## src/rtl/pc_src_sequencer_pkg.sv

```systemverilog
// Shared encodings for the PC-source sequencer: mux codes, cause codes, vectors, states.
// Latency: n/a (definitions only).
// Backpressure: n/a.
package pc_src_sequencer_pkg;

  // PC-source mux selector codes (110/111 are never driven)
  localparam logic [2:0] PCSRC_INC    = 3'b000;
  localparam logic [2:0] PCSRC_BRANCH = 3'b001;
  localparam logic [2:0] PCSRC_JUMP   = 3'b010;
  localparam logic [2:0] PCSRC_EPC    = 3'b011;
  localparam logic [2:0] PCSRC_IMM    = 3'b100;
  localparam logic [2:0] PCSRC_MEM    = 3'b101;

  // Exception cause codes; these double as the vector-address mux select
  localparam logic [1:0] CAUSE_NONE = 2'b00;
  localparam logic [1:0] CAUSE_OPC  = 2'b01;
  localparam logic [1:0] CAUSE_OVF  = 2'b10;
  localparam logic [1:0] CAUSE_DIV0 = 2'b11;

  // Handler vector byte addresses selected by vec_sel
  localparam logic [7:0] VEC_ADDR_OPC  = 8'd253;
  localparam logic [7:0] VEC_ADDR_OVF  = 8'd254;
  localparam logic [7:0] VEC_ADDR_DIV0 = 8'd255;

  typedef enum logic [2:0] {
    ST_IDLE     = 3'd0,
    ST_UPD      = 3'd1,
    ST_EXC_EPC  = 3'd2,
    ST_EXC_RD   = 3'd3,
    ST_EXC_LOAD = 3'd4
  } state_t;

  // Vector byte address that the memory address mux presents for a given cause
  function automatic logic [7:0] vec_addr(input logic [1:0] cause);
    case (cause)
      CAUSE_OPC:  vec_addr = VEC_ADDR_OPC;
      CAUSE_OVF:  vec_addr = VEC_ADDR_OVF;
      CAUSE_DIV0: vec_addr = VEC_ADDR_DIV0;
      default:    vec_addr = 8'd0;
    endcase
  endfunction

endpackage

```

## src/rtl/pc_src_sequencer_exc_priority_enc.sv

```systemverilog
// Fixed-priority encoder of the three exception events into a 2-bit cause.
// Latency: combinational.
// Backpressure: none.
module exc_priority_enc
  import pc_src_sequencer_pkg::*;
(
  input  logic       i_opc,
  input  logic       i_ovf,
  input  logic       i_div0,
  output logic [1:0] o_cause,
  output logic       o_any
);

  // Invalid opcode beats overflow beats divide-by-zero
  always_comb begin
    o_cause = CAUSE_NONE;
    if (i_opc)       o_cause = CAUSE_OPC;
    else if (i_ovf)  o_cause = CAUSE_OVF;
    else if (i_div0) o_cause = CAUSE_DIV0;
    o_any = i_opc | i_ovf | i_div0;
  end

endmodule

```

## src/rtl/pc_src_sequencer.sv

```systemverilog
// Sequences PC/EPC writes: one-cycle PC updates and the EPC-save / vector-fetch / PC-load exception entry.
// Latency: 1 cycle for a normal update, 2+MEM_LAT cycles for exception entry.
// Backpressure: inputs sampled only in IDLE; anything asserted while busy is ignored, not queued.
module pc_src_sequencer
  import pc_src_sequencer_pkg::*;
#(
  parameter int unsigned MEM_LAT = 2
) (
  input  logic       clk,
  input  logic       reset,
  input  logic       req_inc,
  input  logic       req_branch,
  input  logic       req_jump,
  input  logic       req_rte,
  input  logic       req_imm,
  input  logic       exc_opcode,
  input  logic       exc_ovf,
  input  logic       exc_div0,
  output logic [2:0] pc_src_sel,
  output logic       pc_write,
  output logic       epc_write,
  output logic [1:0] vec_sel,
  output logic       mem_rd,
  output logic [1:0] exc_cause,
  output logic       busy,
  output logic       done
);

  localparam logic [2:0] CNT_LOAD = 3'(MEM_LAT - 1);

  state_t     r_state;
  logic [2:0] r_cnt;
  logic [2:0] r_pc_src_sel;
  logic       r_pc_write;
  logic       r_epc_write;
  logic [1:0] r_vec_sel;
  logic       r_mem_rd;
  logic [1:0] r_exc_cause;
  logic       r_busy;
  logic       r_done;

  logic [1:0] w_cause;
  logic       w_exc_any;
  logic [2:0] w_req_sel;
  logic       w_req_any;

  exc_priority_enc u_exc_enc (
    .i_opc   (exc_opcode),
    .i_ovf   (exc_ovf),
    .i_div0  (exc_div0),
    .o_cause (w_cause),
    .o_any   (w_exc_any)
  );

  // Pick the winning normal request: rte > jump > branch > imm > inc
  always_comb begin
    w_req_sel = PCSRC_INC;
    w_req_any = 1'b1;
    if (req_rte)         w_req_sel = PCSRC_EPC;
    else if (req_jump)   w_req_sel = PCSRC_JUMP;
    else if (req_branch) w_req_sel = PCSRC_BRANCH;
    else if (req_imm)    w_req_sel = PCSRC_IMM;
    else if (req_inc)    w_req_sel = PCSRC_INC;
    else                 w_req_any = 1'b0;
  end

  // Sequencer FSM with registered outputs; pulses default low every cycle
  always_ff @(posedge clk) begin
    if (reset) begin
      r_state      <= ST_IDLE;
      r_cnt        <= 3'd0;
      r_pc_src_sel <= PCSRC_INC;
      r_pc_write   <= 1'b0;
      r_epc_write  <= 1'b0;
      r_vec_sel    <= CAUSE_NONE;
      r_mem_rd     <= 1'b0;
      r_exc_cause  <= CAUSE_NONE;
      r_busy       <= 1'b0;
      r_done       <= 1'b0;
    end else begin
      r_pc_write  <= 1'b0;
      r_epc_write <= 1'b0;
      r_done      <= 1'b0;
      case (r_state)
        ST_IDLE: begin
          if (w_exc_any) begin
            r_state     <= ST_EXC_EPC;
            r_exc_cause <= w_cause;
            r_epc_write <= 1'b1;
            r_busy      <= 1'b1;
          end else if (w_req_any) begin
            r_state      <= ST_UPD;
            r_pc_src_sel <= w_req_sel;
            r_pc_write   <= 1'b1;
            r_done       <= 1'b1;
            r_busy       <= 1'b1;
          end
        end
        ST_UPD: begin
          r_state <= ST_IDLE;
          r_busy  <= 1'b0;
        end
        ST_EXC_EPC: begin
          // EPC was captured this cycle; start the vector byte read
          r_state   <= ST_EXC_RD;
          r_cnt     <= CNT_LOAD;
          r_mem_rd  <= 1'b1;
          r_vec_sel <= r_exc_cause;
        end
        ST_EXC_RD: begin
          if (r_cnt == 3'd0) begin
            // Vector byte is valid on the memory output: load it into PC
            r_state      <= ST_EXC_LOAD;
            r_mem_rd     <= 1'b0;
            r_pc_src_sel <= PCSRC_MEM;
            r_pc_write   <= 1'b1;
            r_done       <= 1'b1;
          end else begin
            r_cnt <= r_cnt - 3'd1;
          end
        end
        ST_EXC_LOAD: begin
          r_state   <= ST_IDLE;
          r_busy    <= 1'b0;
          r_vec_sel <= CAUSE_NONE;
        end
        default: begin
          r_state   <= ST_IDLE;
          r_busy    <= 1'b0;
          r_mem_rd  <= 1'b0;
          r_vec_sel <= CAUSE_NONE;
        end
      endcase
    end
  end

  assign pc_src_sel = r_pc_src_sel;
  assign pc_write   = r_pc_write;
  assign epc_write  = r_epc_write;
  assign vec_sel    = r_vec_sel;
  assign mem_rd     = r_mem_rd;
  assign exc_cause  = r_exc_cause;
  assign busy       = r_busy;
  assign done       = r_done;

endmodule

```

## config.mk

```make
export PLATFORM = sky130hd
export DESIGN_NAME = pc_src_sequencer
export DESIGN_NICKNAME = d
export VERILOG_FILES = /design/src/rtl/pc_src_sequencer_pkg.sv /design/src/rtl/pc_src_sequencer_exc_priority_enc.sv /design/src/rtl/pc_src_sequencer.sv
export SDC_FILE = /design/constraint.sdc
export NUM_CORES = 1
export LEC_CHECK = 0
export CAP_MARGIN = 25
export CELL_PAD_IN_SITES_DETAIL_PLACEMENT = 0
export CELL_PAD_IN_SITES_GLOBAL_PLACEMENT = 1
export CORE_ASPECT_RATIO = 0.9
export CORE_MARGIN = 1.5
export CORE_UTILIZATION = 37
export DETAILED_ROUTE_END_ITERATION = 10
export PLACE_DENSITY = 0.91
export SYNTH_ARGS = -nofsm -noshare
export SYNTH_HDL_FRONTEND = slang
export SYNTH_HIERARCHICAL = 1
export SYNTH_SLANG_ARGS = --single-unit
```

## constraint.sdc

```tcl
create_clock -name clk -period 3.95 [get_ports clk]
set_input_delay 0.79 -clock clk [delete_from_list [all_inputs] [get_ports clk]]
set_output_delay 0.79 -clock clk [all_outputs]
set_load 0.01 [all_outputs]
```

==> results of run 1 <==
==> layout make-up <==
cell class	instances	area, um^2
Clock buffer	4	26.3
Sequential cell	17	340
Inverter	9	33.8
Timing Repair Buffer	21	210
Tap cell	27	33.8
Fill cell	215	1070
Multi-Input combinational cell	64	444
==> metal layers <==
| layer | vias to the layer above | part of all wire [%] |
|---|---|---|
| met5 | - | 0 |
| met4 | 0 | 1.1 |
| met3 | 2 | 5.6 |
| met2 | 25 | 45 |
| met1 | 332 | 48 |
| li1 | 370 | - |
==> worst register-to-register path, stage by stage, from the launching register on <==
cell and delay, ns:
dfxtp_1 0.35, inv_1 0.06, ha_1 0.20, ha_1 0.28, nor4bb_1 0.45, a21o_1 0.18, a21oi_1 0.04
==> final timing paths <==
path / from / endpoint
hold / removal: vec_sel[1]$_SDFFE_PP0N_ / vec_sel[1]$_SDFFE_PP0N_
hold reg to reg: vec_sel[1]$_SDFFE_PP0N_ / vec_sel[1]$_SDFFE_PP0N_
setup / recovery: exc_div0 / pc_src_sel[0]$_SDFFE_PP0P_
setup reg to reg: r_cnt[0]$_SDFFE_PP0P_ / r_cnt[0]$_SDFFE_PP0P_
==> stage by stage <==
step | hold WS [ns] | utilization (%)
3_5_place_dp | 0.461 | 49.1
3_3_place_gp | 0.455 | 49.1
2_1_floorplan | 0.445 | -
4_1_cts | 0.472 | 50.3
6_report | 0.466 | 50.3
5_1_grt | 0.512 | 50.3
==> power groups by stage <==
stage	sequential (mW)	combinational [mW]	clock, mW
after global placement	0.205	0.0867	0
after CTS	0.202	0.0885	0.0980
final	0.202	0.0883	0.0937
after floorplan	0.203	0.0515	0
after global routing	0.204	0.0971	0.103
after detailed placement	0.205	0.0881	0
==> flip-flops by register name, summed over array words and instances, names as in the netlist <==
register	count
epc_write	1
r_state	3
busy	1
r_cnt	3
vec_sel	2
done	1
mem_rd	1
pc_src_sel	3
exc_cause	2
==> cell usage in the layout (no fill, tap or decap), drive strengths merged, types with 2 or more instances in the layout <==
cell | Yosys | final
clkdlybuf4s50 | 0 | 21
dfxtp | 17 | 17
inv | 9 | 9
nor2 | 9 | 9
a21oi | 7 | 7
nand2b | 6 | 6
o21ai | 4 | 4
clkbuf | 2 | 4
and2 | 3 | 3
nand2 | 3 | 3
mux2i | 3 | 3
a21o | 3 | 3
nor3 | 2 | 2
nand3b | 2 | 2
a31oi | 2 | 2
ha | 2 | 2
nor4b | 2 | 2
==> cells by family after synthesis <==
logic type	synth area share, %
flip-flops	40.4
adder cells (fa/ha/maj)	2.97
buffers and inverters	6.97
multiplexers	5.34
AO/OA/AOI/OAI	17.1
AND/OR/NAND/NOR	27.3
==> out/results.tsv, run 1 <==
metric	value	unit
status	complete, no violations	
antenna_found_initial	0	
gp_congestion	0.777	
synth_most_common_cell	dfxtp_1	
post_drt_wl_per_cell	12.5	um
combinationalPowerShare	23.0	%
ys_seq_area_share	40.4	%
r2r_slack	2.31	ns
drive_gt1_share	8.70	%
setup_ws	1.61	ns
clkTransAtPathRegs	0.11	ns
rsz0062_at_grt	no	
cts_setup_buffers	0	
clk_latency	0.29	ns
core	2160	um^2
fmax	427	MHz
cpPeakStageDelay	0.47	ns
critPathRequiredTime	4.13	ns
vias_per_cell	5.13	
grt_pass1_vias	614	
cp.arrival	2.52	ns
use_met1	19.9	%
holdBufCountCts	0	
synth_seq_cells	17	
htreeDepth	1	
placed_area	1060	um^2
r2r_cells	6	
first_pass_iters	4	
finalHoldViolations	0	
syn_area	843	um^2
synth_ff_type	dfxtp_1	
relSlewSlack	60.5	%
async_flop_share	0	%
synth_area_leaders	dfxtp_1, nand2b_1, a21oi_1	
yosysUniqueCellTypes	36	
hpwl	1250	um
start_util	39.0	%
io_buffers	21	
fin_cells	142	
final_nets	128	
pwr-share-seq	52.6	%
worstMarginPinSlew	0.591	ns
dp_slack	1.31	ns
tns	0	ns
internal-power	275	uW
ant_nets	0	
critPathBufInv	1	
period_minus_slack	2.34	ns
crit_cells	5	
met2_usage	24.4	%
grt.busiest_layer	met2	
drv_slew	0	
cts-buffers-inserted	3	
dieArea	2580	um^2
clock_sinks	17	
finalCritPeriodShare	59.3	%
cts-root-buf	clkbuf_4	
swShare	28.2	%
critPathMaxFanout	5	
p_per_area	352	nW/um^2
grt_pass1_wl	2760	um
fin_area	1090	um^2
n_antenna_cell	0	
syn_nets	107	
setup.worst_path.class	primary input to flop	
synthCells	95	
synth_edf_count	0	
worst_hold_path_type	flop to flop	
synth.yosys.warnings	6	
worst_setup_path_start_kind	primary input	
peakVddDrop	0.000175	V
cts_resized	0	
drtIter0Drc	27	
dr_total_vias	729	
cp_slowest_cell	or3_1	
setup_violations	0	
crit_family	simple AND/OR/NAND/NOR gates	
synth.largest_area_cell	dfxtp_1	
skew	0.0108	ns
boundaryPins	22	
p_leak	0.413	nW
netlist_top_cells_count	dfxtp_1, inv_1, nor2_1	
wirelength	1770	um
overflow	0	
clockBufferDepth	2	
switchingPower	108	uW
syn_area_per_cell	8.88	um^2
report.power.total	384	uW
cts_tree	built	
die_x	53.3	um
rows	16	
drc	0	
path_cells	clkdlybuf4s50_1 -> or3_1 -> nor4_4 -> a21bo_2 -> mux2_4	
holdPathStages	2	
grt_max_degree	17	
die_y	48.3	um
clkPwrFrac	24.4	%
endpoint_kind	flop	
grt_use_met3	2.76	%
grt_use_total	15.2	%
post-place-cells	138	
maxCapViolCount	0	
synthToLayoutAreaGrowth	29.1	%
yosysTopAreaCellShare	40.4	%
Power figures use the tool's default switching activity.
==> run 2: changes to the inputs <==
Settings changed: CORE_UTILIZATION 37 to 31, PLACE_DENSITY 0.91 to 0.82.
Clock period 3.95 ns to 2 ns, I/O delays scaled along.
==> out/results.tsv, run 2 (same netlist as run 1, synthesis figures left out) <==
metric	value	unit
grt_pass1_vias	709	
die_x	58.0	um
grt_pass1_wl	2950	um
worstMarginPinSlew	0.559	ns
hpwl	1300	um
ant_nets	0	
crit_family	simple AND/OR/NAND/NOR gates	
drtIter0Drc	16	
finalCritPeriodShare	90.3	%
drc	0	
worst_setup_path_start_kind	primary input	
synthToLayoutAreaGrowth	35.5	%
p_leak	0.446	nW
endpoint_kind	flop	
finalHoldViolations	0	
period_minus_slack	1.81	ns
setup_ws	0.194	ns
placed_area	1120	um^2
fin_area	1140	um^2
clock_sinks	17	
dp_slack	-0.123	ns
overflow	0	
peakVddDrop	0.000408	V
boundaryPins	22	
status	complete, no violations	
drive_gt1_share	13.9	%
die_y	52.5	um
core	2510	um^2
cpPeakStageDelay	0.44	ns
holdBufCountCts	0	
setup.worst_path.class	primary input to flop	
start_util	33.6	%
antenna_found_initial	0	
whs	0.478	ns
cts_resized	0	
first_pass_iters	6	
critPathMaxFanout	3	
post_drt_wl_per_cell	11.6	um
htreeDepth	1	
cp_slowest_cell	or3_1	
skew	0.00337	ns
clockBufferDepth	2	
dieArea	3040	um^2
post-place-cells	146	
fin_cells	150	
wirelength	1740	um
fmax	554	MHz
path_cells	clkdlybuf4s50_1 -> or3_1 -> nor4_4 -> a21bo_2 -> mux2_4	
grt_use_total	12.9	%
cts-root-buf	clkbuf_4	
p_per_area	670	nW/um^2
rows	17	
cts_setup_buffers	0	
io_buffers	21	
maxCapViolCount	0	
layout_commonest_cell	clkdlybuf4s50_1	
n_antenna_cell	0	
mostFrequentLayoutCells	clkdlybuf4s50_1, dfxtp_1, inv_1, nor2_1	
fin_util	45.5	%
final_nets	135	
cp.arrival	2.00	ns
gp_congestion	0.713	
critPathBufInv	1	
critPathRequiredTime	2.19	ns
grt_max_degree	17	
dr_total_vias	736	
rsz0062_at_grt	no	
cts-buffers-inserted	3	
setup_violations	0	
tns	0	ns
clk_latency	0.29	ns
drv_slew	0	
relSlewSlack	62.7	%
cts_tree	built	
report.power.total	766	uW
vias_per_cell	4.91	
clkTransAtPathRegs	0.10	ns
worst_hold_path_type	flop to flop	
==> run 2: cell count changes in the layout (fill, tap and decap cells not counted) <==
cell	previous run	this run
buf_4	0	7
==> run 2: final cells by class <==
cell class | instances | area, um^2
Inverter | 9 | 33.8
Tap cell | 28 | 35.0
Clock buffer | 4 | 26.3
Multi-Input combinational cell | 64 | 444
Sequential cell | 17 | 340
Fill cell | 252 | 1370
Timing Repair Buffer | 28 | 263
==> run 2: power by group <==
group / total (mW) / internal, mW / switching, mW
sequential: 0.398 / 0.366 / 0.0321
clock: 0.186 / 0.0777 / 0.109
combinational: 0.182 / 0.108 / 0.0740
==> run 2: layer usage <==
layer / wire, um / GRT usage (%) / share of wire [%] / vias up
met5: 0 / 0 / 0 / -
li1: - / - / - / 383
met2: 777 / 21.4 / 45 / 10
met4: 29 / 4.65 / 1.7 / 0
met3: 56 / 5.19 / 3.2 / 4
met1: 877 / 15.0 / 50 / 339
==> run 2: final timing paths <==
path,startpoint,end,slack [ns],cells after the start
max reg2reg,r_cnt[0]$_SDFFE_PP0P_,r_cnt[0]$_SDFFE_PP0P_,0.42,6
min,vec_sel[1]$_SDFFE_PP0N_,vec_sel[1]$_SDFFE_PP0N_,0.48,2
min reg2reg,vec_sel[1]$_SDFFE_PP0N_,vec_sel[1]$_SDFFE_PP0N_,0.48,2
max,exc_div0,pc_src_sel[0]$_SDFFE_PP0P_,0.19,5
==> run 2: worst min-delay path, stage by stage, from the launching register on <==
cell      delay [ns]
dfxtp_1         0.32
nand2_1         0.05
a21boi_0        0.07
==> run 3: changes to the inputs <==
Settings changed: CORE_ASPECT_RATIO 0.9 to 2.
==> out/results.tsv, run 3 (same netlist as run 1, synthesis figures left out) <==
metric	value	unit
status	complete, no violations	
layout_commonest_cell	clkdlybuf4s50_1	
worst_setup_path_start_kind	primary input	
clkTransAtPathRegs	0.07	ns
crit_family	simple AND/OR/NAND/NOR gates	
vias_per_cell	5.09	
rsz0062_at_grt	no	
critPathMaxFanout	3	
boundaryPins	22	
p_per_area	722	nW/um^2
first_pass_iters	4	
p_leak	0.462	nW
period_minus_slack	1.83	ns
die_y	76.8	um
report.power.total	844	uW
n_fill_cell	258	
fmax	545	MHz
grt_max_degree	17	
hpwl	1430	um
drtIter0Drc	7	
grt_use_total	14.4	%
synthToLayoutAreaGrowth	38.7	%
clock_sinks	17	
drive_gt1_share	15.4	%
whs	0.468	ns
peakVddDrop	0.000470	V
setup.worst_path.class	primary input to flop	
io_buffers	21	
n_antenna_cell	0	
rows	26	
die_x	39.9	um
mostFrequentLayoutCells	clkdlybuf4s50_1, dfxtp_1, inv_1, nor2_1, buf_4	
overflow	0	
critPathRequiredTime	2.14	ns
start_util	32.8	%
holdBufCountCts	0	
post_drt_wl_per_cell	12.2	um
dr_total_vias	768	
grt_pass1_vias	756	
worst_hold_path_type	flop to flop	
cts-root-buf	clkbuf_8	
cp_slowest_cell	or3_1	
final_nets	136	
skew	0.00623	ns
maxCapViolCount	0	
r2r_slack	0.43	ns
ant_nets	0	
htreeDepth	1	
relSlewSlack	62.7	%
wirelength	1840	um
cts_tree	built	
cpPeakStageDelay	0.44	ns
clockBufferDepth	2	
worstMarginPinSlew	0.558	ns
dieArea	3060	um^2
finalCritPeriodShare	91.7	%
setup_violations	0	
cts-buffers-inserted	3	
drc	0	
gp_congestion	0.723	
core	2570	um^2
cts_resized	0	
path_cells	clkdlybuf4s50_1 -> or3_1 -> nor4_4 -> a21bo_2 -> mux2_4	
grt_pass1_wl	3170	um
antenna_found_initial	0	
finalHoldViolations	0	
clk_latency	0.26	ns
cts_setup_buffers	0	
endpoint_kind	flop	
drv_slew	0	
fin_util	45.5	%
cp.arrival	1.98	ns
critPathBufInv	1	
==> run 3: changes by cell type in the layout (fill, tap and decap cells not counted) <==
cell      delta
clkbuf_4     -3
clkbuf_8     +3
buf_4        +1
clkbuf_1     -1
clkinv_2     +1
==> run 3: per-layer routing <==
layer  wire (um)  track usage (%)
met1         759             16.5
met2         991             23.4
met3          38             1.73
met4          48             8.28
met5           0                0
==> run 3: per-stage QoR <==
stage / worst slack [ns] / TNS, ns / instances / area, um^2
2_1_floorplan: 0.296 / 0 / 95 / 843
3_3_place_gp: -0.0957 / -0.138 / 147 / 1120
3_5_place_dp: -0.119 / -0.289 / 147 / 1120
4_1_cts: 0.150 / 0 / 151 / 1170
5_1_grt: 0.106 / 0 / 151 / 1170
6_report: 0.167 / 0 / 151 / 1170
==> run 3: area by class of cell <==
cell class,count,area [um^2],share of cell area (%)
flip-flops and latches,17,340,29.1
repair buffers,29,270,23.1
multi-input cells,64,444,38.0
clock inverters,1,5.00,0.428
clock buffers,3,41.3,3.53
inverters,9,33.8,2.89
well taps,28,35.0,2.99
==> run 3: report_power, final <==
group | internal, mW | switching, mW
Sequential | 0.366 | 0.0318
Combinational | 0.109 | 0.0745
Clock | 0.138 | 0.124
Total | 0.614 | 0.231
==> run 3: tightest hold or removal path, cell delays in order (launching register included) <==
cell,delay (ns)
dfxtp_1,0.31
nand2_1,0.05
a21boi_0,0.06
==> run 3: final timing paths <==
| check | from | endpoint | depth (start not counted) |
|---|---|---|---|
| worst max-delay path | exc_div0 | pc_src_sel[0]$_SDFFE_PP0P_ | 5 |
| worst min-delay path | vec_sel[1]$_SDFFE_PP0N_ | vec_sel[1]$_SDFFE_PP0N_ | 2 |
| worst max register to register | r_cnt[0]$_SDFFE_PP0P_ | r_cnt[0]$_SDFFE_PP0P_ | 6 |
| worst min register to register | vec_sel[1]$_SDFFE_PP0N_ | vec_sel[1]$_SDFFE_PP0N_ | 2 |
